**src/rtl/imem_loader.sv**
```systemverilog
// imem_loader: fills instruction memory port A from a byte stream,
// packing big-endian words and holding the CPU in reset until done.
module imem_loader #(
  parameter int ADDR_W = 6,
  parameter int CNT_W  = 7
) (
  input  logic              clk,
  input  logic              rst,
  input  logic              start,
  input  logic [CNT_W-1:0]  len,
  input  logic              byte_valid,
  input  logic [7:0]        byte_data,
  output logic              byte_ready,
  output logic              wea,
  output logic [ADDR_W-1:0] addra,
  output logic [31:0]       dina,
  output logic              cpu_rst,
  output logic              busy,
  output logic              done,
  output logic [CNT_W-1:0]  word_cnt,
  output logic [7:0]        checksum
);

  localparam logic [1:0] S_IDLE  = 2'd0;
  localparam logic [1:0] S_LOAD  = 2'd1;
  localparam logic [1:0] S_WRITE = 2'd2;
  localparam logic [1:0] S_DONE  = 2'd3;

  localparam logic [CNT_W-1:0] FULL_LEN =
    CNT_W'(1 << ADDR_W);

  logic [1:0]        state;
  logic [1:0]        byte_cnt;
  logic [31:0]       shreg;
  logic [CNT_W-1:0]  len_q;
  logic [ADDR_W-1:0] idx;
  logic [ADDR_W-1:0] addr_q;
  logic [CNT_W-1:0]  wcnt_q;
  logic [7:0]        csum_q;

  logic st_idle;
  logic st_load;
  logic st_write;
  logic st_done;
  logic last_word;

  assign st_idle  = (state == S_IDLE);
  assign st_load  = (state == S_LOAD);
  assign st_write = (state == S_WRITE);
  assign st_done  = (state == S_DONE);

  assign last_word =
    ((wcnt_q + CNT_W'(1)) == len_q);

  // All handshake/strobe outputs come from registered state only.
  assign byte_ready = st_load;
  assign wea        = st_write;
  assign busy       = st_load | st_write;
  assign done       = st_done;
  assign cpu_rst    = ~st_done;
  assign addra      = addr_q;
  assign dina       = shreg;
  assign word_cnt   = wcnt_q;
  assign checksum   = csum_q;

  // Load FSM with byte assembly, counters and write address.
  always_ff @(posedge clk or posedge rst) begin
    if (rst) begin
      state    <= S_IDLE;
      byte_cnt <= 2'd0;
      shreg    <= 32'd0;
      len_q    <= '0;
      idx      <= '0;
      addr_q   <= '0;
      wcnt_q   <= '0;
      csum_q   <= 8'd0;
    end else begin
      unique case (1'b1)
        st_idle, st_done: begin
          if (start) begin
            len_q    <= (len == '0) ? FULL_LEN : len;
            wcnt_q   <= '0;
            csum_q   <= 8'd0;
            byte_cnt <= 2'd0;
            idx      <= '0;
            state    <= S_LOAD;
          end
        end
        st_load: begin
          if (byte_valid) begin
            shreg    <= {shreg[23:0], byte_data};
            csum_q   <= csum_q + byte_data;
            byte_cnt <= byte_cnt + 2'd1;
            if (byte_cnt == 2'd3) begin
              addr_q <= idx;
              state  <= S_WRITE;
            end
          end
        end
        st_write: begin
          wcnt_q <= wcnt_q + CNT_W'(1);
          idx    <= idx + ADDR_W'(1);
          state  <= last_word ? S_DONE : S_LOAD;
        end
        default: begin
          state <= S_IDLE;
        end
      endcase
    end
  end

endmodule

```
**config.mk**
```make
export PLATFORM = sky130hd
export DESIGN_NAME = imem_loader
export DESIGN_NICKNAME = d
export VERILOG_FILES = /design/src/rtl/imem_loader.sv
export SDC_FILE = /design/constraint.sdc
export NUM_CORES = 1
export LEC_CHECK = 0
export BUFFER_PORTS_ARGS = -buffer_cell sky130_fd_sc_hd__buf_2
export CORE_MARGIN = 2
export CORE_UTILIZATION = 25
export CTS_BUF_LIST = sky130_fd_sc_hd__clkbuf_4 sky130_fd_sc_hd__clkbuf_8
export DETAILED_ROUTE_END_ITERATION = 12
export MAX_ROUTING_LAYER = met4
export PLACE_DENSITY = 0.55
export SKIP_LAST_GASP = 1
export SLEW_MARGIN = 10
export SYNTH_ARGS = -nofsm -noshare
export SYNTH_HDL_FRONTEND = slang
export SYNTH_SLANG_ARGS = --single-unit
```
**constraint.sdc**
```tcl
create_clock -name clk -period 2.6 [get_ports clk]
set_clock_uncertainty 0.2 [all_clocks]
set_input_delay 0.13 -clock clk [delete_from_list [all_inputs] [get_ports clk]]
set_output_delay 0.13 -clock clk [all_outputs]
set_load 0.01 [all_outputs]
```
==> results of run 1 <==
==> power by group through the flow <==
stage          combinational, mW  clock, mW  sequential (mW)
6_report                    2.05      0.763             1.86
5_1_grt                     2.26      0.861             1.94
4_1_cts                     2.09      0.803             1.87
3_5_place_dp                2.05          0             1.89
3_3_place_gp                2.03          0             1.87
2_1_floorplan               1.23          0             1.98
==> critical path, stage by stage <==
cell and delay (ns):
dlygate4sd3_1 0.54, buf_2 0.13, ha_1 0.24, fa_1 0.42, a21o_1 0.17, a21oi_1 0.22, o21bai_1 0.11, mux2i_1 0.14
nand2_1 0.06
==> cell usage in the layout, fill, tap and decap left out, types with 2 or more instances in the layout <==
cell / Yosys / final
xor2_1: 5 / 5
nand2b_1: 3 / 3
nor2_1: 13 / 13
clkinvlp_4: 0 / 2
o21bai_1: 2 / 2
inv_1: 7 / 6
clkinv_2: 0 / 3
a21oi_1: 13 / 13
dlygate4sd3_1: 0 / 16
nand2_1: 23 / 23
xnor2_1: 8 / 8
a21o_1: 7 / 7
nor3_1: 5 / 5
buf_2: 4 / 76
dfrtp_1: 70 / 70
buf_4: 1 / 7
clkbuf_8: 0 / 9
nor4_1: 2 / 2
mux2_2: 45 / 45
o21ai_0: 12 / 12
o211ai_1: 3 / 3
a22o_1: 10 / 10
nor3b_1: 3 / 3
a32o_1: 2 / 2
and3_1: 2 / 2
ha_1: 14 / 14
nand3_1: 5 / 5
mux2i_1: 3 / 3
==> layout make-up <==
type | instances | area, um^2
fill | 1374 | 8860
multi-input combinational | 193 | 1520
sequential | 70 | 1750
clock inverter | 6 | 38.8
inverter | 7 | 26.3
tap | 176 | 220
clock buffer | 10 | 131
timing repair buffer | 99 | 593
==> sequential cells by signal, indices dropped and copies added (netlist names) <==
| register | flops |
|---|---|
| dina | 32 |
| checksum | 8 |
| len_q | 7 |
| word_cnt | 7 |
| addra | 6 |
| idx | 6 |
| byte_cnt | 2 |
| state | 2 |
==> worst paths after layout <==
path                              startpoint           to  slack (ns)  depth (start not counted)
max in group asynchronous                rst      dina[0]        1.26                          4
worst min register to register      dina[30]     dina[30]        0.30                          1
worst max register to register      state[0]  checksum[7]        0.51                          6
worst min-delay path                   start     state[1]        0.03                          4
worst max-delay path            byte_data[0]  checksum[6]        0.47                          9
min in group asynchronous                rst     addra[1]        0.29                          3
==> stage by stage <==
step                setup slack [ns]  area (um^2)  instances  hold slack [ns]  utilization [%]
floorplan                      0.502         3330        278           0.0806                -
global placement               0.561         3950        529            0.131             30.0
detailed placement             0.537         3950        529            0.130             30.0
CTS                            0.464         4280        561           0.0135             32.6
global route                   0.358         4280        561           0.0571             32.6
finish                         0.472         4280        561           0.0290             32.6
==> cells by family (layout without fill, tap and decap cells) <==
logic type,after synthesis,after routing,share of synthesized area (%)
mux,48,48,16.1
xor+xnor,13,13,3.42
buf+inv,15,122,1.95
simple gates,63,63,9.16
flops,70,70,52.6
compound gates,54,54,10.9
fa+ha+maj,15,15,5.86
==> layer usage <==
metal | vias to the layer above | share of wire (%) | GRT usage, %
met5 | - | 0 | -
met4 | 0 | 2.3 | 5.29
met3 | 15 | 3.9 | 2.49
met2 | 50 | 50 | 18.5
met1 | 1180 | 44 | 13.4
li1 | 1205 | - | -
==> flow_metrics.py, run 1 <==
metrics = {
    "setup_path": {
        "required_ns": 2.64,
        "cp.arrival_ns": 2.16,
        "worst_setup_path_start_kind": "primary input",
        "end_kind": "flop",
        "crit_path_max_fanout": 3,
        "critPathKind": "in -> reg",
    },
    "yosys": {
        "syn_nets": 312,
        "yosys.area.top_type": "dfrtp_1",
        "synthArstFlopShare_pct": 100,
        "synth_seq_cells": 70,
        "synth.most_common_cell": "dfrtp_1",
        "synthCells": 278,
        "synth_edf_count": 0,
        "syn_avg_cell_area_um2": 12.0,
        "synth_flop_cell": "dfrtp_1",
        "synth_seq_area_share_pct": 52.6,
        "synth_top_area_share_pct": 52.6,
        "synth_area_um2": 3330,
        "yosys_warnings": 0,
        "ys_top_cells_by_area": "dfrtp_1, mux2_2, ha_1",
        "ys_types": 38,
        "yosys-top-cells-count": "dfrtp_1, mux2_2, nand2_1, ha_1",
    },
    "clocking": {
        "clkSinkCount": 70,
        "cts.clk_slew.worst_paths_ns": 0.07,
        "cts_tree": "yes",
        "cts.htree.levels": 3,
        "clk_latency_ns": 0.34,
        "postCtsSetupRepairBufs": 0,
        "clockBufferDepth": 2,
        "ctsResizeCount": 0,
        "cts.hold.buffers_added": 16,
        "clock-root-buffer": "clkbuf_8",
        "numCtsBuffers": 9,
    },
    "timing": {
        "tightest_slew_ns": 0.785,
        "tns_ns": 0,
        "post-route-period-util_pct": 81.9,
        "finalHoldViolations": 0,
        "fmax_ghz": 0.470,
        "setup_viol": 0,
        "maxSlewHeadroom_pct": 47.6,
        "slew_violations": 0,
        "rsz0062_at_grt": "false",
        "fin_crit_ns": 2.13,
    },
    "layout": {
        "drive_gt1_share_pct": 38.7,
        "area_delta_synth_final_pct": 28.4,
        "diodes": 0,
        "fin_nets": 414,
    },
    "hold_path": {
        "hp-class": "in -> reg",
    },
    "flow_run": {
        "maxCapViolCount": 0,
    },
    "pwr": {
        "intPower_mw": 2.88,
        "clkPwrFrac_pct": 16.3,
        "pwr-share-seq_pct": 39.8,
        "p_leak_nw": 2.07,
        "totalPowerFinal_mw": 4.68,
        "peakVddDrop_mv": 0.226,
        "switching_power_mw": 1.80,
        "combPwrFrac_pct": 43.9,
        "p_sw_share_pct": 38.4,
        "power_density_nw_per_um2": 1090,
    },
    "global_route": {
        "grt_overflow": 0,
        "grt_pass1_vias": 2437,
        "antenna_found_initial": 0,
        "grt_max_degree": 37,
        "grt_usage_pct": 11.4,
        "grt_pass1_wl_um": 12300,
    },
    "drt": {
        "wl_um": 7520,
        "vias": 2450,
        "routedWlPerCell_um": 13.4,
        "dr.pass1.iters": 4,
        "drc": 0,
        "first_iter_violations": 123,
        "avgViaCountPerCell": 4.37,
        "detail-route-antenna-nets": 0,
    },
    "placement": {
        "dpl.hpwl_um": 5550,
        "port_buffers": 76,
        "gp_congestion": 0.777,
    },
    "floorplanning": {
        "die_x_um": 119,
        "rows": 42,
        "die_h_um": 119,
        "start_util_pct": 25.4,
        "core_area_um2": 13100,
        "ios": 77,
        "dieArea_um2": 14300,
    },
    "run_status": {
        "status": "complete, no violations",
    },
}
Power figures use the tool's default switching activity.
==> run 2, diff against run 1 <==
- ABC_AREA: default -> 1
- clock period: 2.6 -> 2.16 ns (I/O delays scaled with it)
==> run 2 against run 1 <==
Hold slack better by 0.0083 ns. Cell count increased by 20%. Sequential power up 18%. Worst setup slack worse by 0.35 ns. Synthesized cell count up 40%. Utilization up 0.88 points. Clock power increased by 68%. Largest cell class unchanged. Combinational power rose by 26%. Register-to-register slack worse by 0.38 ns.
==> flow_metrics.py, run 2 <==
metrics = {
    "timing": {
        "whs_ns": 0.0373,
        "fmax_ghz": 0.492,
        "maxSlewHeadroom_pct": 64.8,
        "tightest_slew_ns": 0.528,
        "setup_slack_ns": 0.126,
        "post-route-period-util_pct": 94.2,
        "rsz0062_at_grt": "false",
        "slew_violations": 0,
        "setup_viol": 0,
        "tns_ns": 0,
        "fin_crit_ns": 2.03,
        "finalHoldViolations": 0,
    },
    "clocking": {
        "clkSinkCount": 70,
        "clockBufferDepth": 2,
        "ctsResizeCount": 0,
        "cts.hold.buffers_added": 20,
        "clock-root-buffer": "clkbuf_8",
        "clk_latency_ns": 0.35,
        "cts_tree": "yes",
        "cts.clk_slew.worst_paths_ns": 0.08,
        "postCtsSetupRepairBufs": 0,
        "cts.htree.levels": 3,
        "numCtsBuffers": 9,
    },
    "hold_path": {
        "hp-class": "in -> reg",
        "hp-start": "start",
        "holdPathStages": 4,
        "min_to": "state[1]",
    },
    "yosys": {
        "synth_seq_cells": 70,
        "synth_top_area_share_pct": 52.6,
        "synth_edf_count": 0,
        "ys_types": 34,
        "ys_top_cells_by_area": "dfrtp_1, nand2_1, o21ai_0",
        "syn_avg_cell_area_um2": 8.59,
        "synth.most_common_cell": "nand2_1",
        "synthArstFlopShare_pct": 100,
        "yosys.area.top_type": "dfrtp_1",
        "synth_area_um2": 3330,
        "synth_flop_cell": "dfrtp_1",
        "yosys-top-cells-count": "nand2_1, dfrtp_1, inv_1, o21ai_0, nor2_1",
        "synthCells": 388,
        "syn_nets": 422,
        "synth_seq_area_share_pct": 52.6,
        "yosys_warnings": 0,
    },
    "flow_run": {
        "maxCapViolCount": 0,
    },
    "drt": {
        "routedWlPerCell_um": 12.5,
        "vias": 2865,
        "first_iter_violations": 225,
        "wl_um": 8380,
        "drc": 0,
        "detail-route-antenna-nets": 0,
        "avgViaCountPerCell": 4.26,
        "dr.pass1.iters": 4,
    },
    "placement": {
        "dpl.hpwl_um": 6190,
        "dp_slack_ns": 0.205,
        "placed_cells": 637,
        "port_buffers": 76,
        "gp_congestion": 0.830,
    },
    "layout": {
        "drive_gt1_share_pct": 22.2,
        "fin_nets": 526,
        "fillCellCount": 1419,
        "final_util_pct": 33.4,
        "diodes": 0,
        "largest_reg_flops": 32,
        "final_cell_mix": "nand2_1, buf_2, dfrtp_1",
        "area_delta_synth_final_pct": 31.8,
        "mostFrequentLayoutCell": "nand2_1",
        "final_cells": 672,
    },
    "pwr": {
        "p_sw_share_pct": 40.8,
        "p_leak_nw": 2.25,
        "combPwrFrac_pct": 42.6,
        "clkPwrFrac_pct": 21.2,
        "switching_power_mw": 2.47,
        "peakVddDrop_mv": 0.579,
        "power_density_nw_per_um2": 1380,
        "pwr-share-seq_pct": 36.2,
        "intPower_mw": 3.58,
    },
    "floorplanning": {
        "start_util_pct": 25.4,
        "die_h_um": 119,
        "rows": 42,
        "ios": 77,
        "dieArea_um2": 14300,
        "core_area_um2": 13100,
        "die_x_um": 119,
    },
    "setup_path": {
        "worst_setup_path_start_kind": "flop",
        "r2r_cells": 6,
        "cp.arrival_ns": 2.06,
        "startpoint": "state[0]",
        "crit_path_max_fanout": 9,
        "end_kind": "flop",
        "r2r-start": "state[0]",
        "rrSetupSlack_ns": 0.13,
        "r2r_end": "len_q[3]",
        "required_ns": 2.18,
        "critPathKind": "reg -> reg",
    },
    "global_route": {
        "grt_usage_pct": 12.7,
        "grt_overflow": 0,
        "grt_max_degree": 49,
        "antenna_found_initial": 0,
        "grt_pass1_vias": 2864,
        "grt_pass1_wl_um": 13900,
    },
    "run_status": {
        "status": "complete, no violations",
    },
}
-- run 2: cell count changes after synthesis, moves of 5 or more --
| cell | change |
|---|---|
| a22o_1 | -7 |
| mux2_2 | -45 |
| o21ai_1 | +7 |
| o22ai_1 | +5 |
| nand2_1 | +81 |
| o21ai_0 | +38 |
| nand3_1 | +5 |
| inv_1 | +51 |
| xnor2_1 | -6 |
| a21o_1 | -6 |
-- run 2: metal layers --
metal / vias to the layer above / wire length (um) / global-route usage, %
li1: 1451 / - / -
met1: 1328 / 4030 / 16.2
met2: 71 / 3810 / 19.9
met3: 15 / 423 / 3.50
met4: 0 / 110 / 3.53
met5: - / 0 / -
-- run 2: kinds of logic (layout without fill, tap and decap cells) --
group                      count (synthesis)  count (layout)  share of synthesized area (%)
and+or+nand+nor                          146             146                           18.2
adders and majority gates                 15              15                           5.86
DFF                                       70              70                           52.6
AOI/OAI and AO/OA                         85              85                           14.4
xor gates and xnor gates                   3               3                          0.788
buffers and inverters                     69             177                           8.15
-- run 2: worst max-delay path by stage --
stage | cells after the start | endpoint
floorplan | 1 | addra[0]
global placement | 9 | checksum[6]
CTS | 6 | len_q[6]
detailed placement | 9 | checksum[0]
global route | 6 | len_q[3]
finish | 6 | len_q[3]
-- run 2: worst max-delay path: stages, from the launching register on --
cell,delay [ns]
dfrtp_1,0.44
inv_1,0.06
ha_1,0.38
nand2_4,0.11
nand2_1,0.09
o21ai_0,0.08
dlygate4sd3_1,0.56
-- run 2: power groups by stage --
stage	clock network (mW)	registers, mW	logic (mW)
3_3_place_gp	0	2.19	2.50
5_1_grt	1.38	2.27	2.93
6_report	1.28	2.19	2.58
4_1_cts	1.32	2.20	2.62
3_5_place_dp	0	2.21	2.54
2_1_floorplan	0	2.32	1.47
-- run 2: layout make-up --
class	count	area [um^2]	area share [%]
sequential	70	1750	39.9
multi-input combinational	249	1310	29.8
tap	176	220	5.01
clock inverter	6	111	2.54
clock buffer	9	124	2.82
timing repair buffer	101	643	14.6
inverter	61	231	5.27
-- run 2: per-stage QoR --
| stage | power [mW] | area [um^2] |
|---|---|---|
| floorplan | 3.79 | 3330 |
| global placement | 4.69 | 3960 |
| detailed placement | 4.75 | 3960 |
| CTS | 6.14 | 4390 |
| global route | 6.59 | 4390 |
| finish | 6.05 | 4390 |
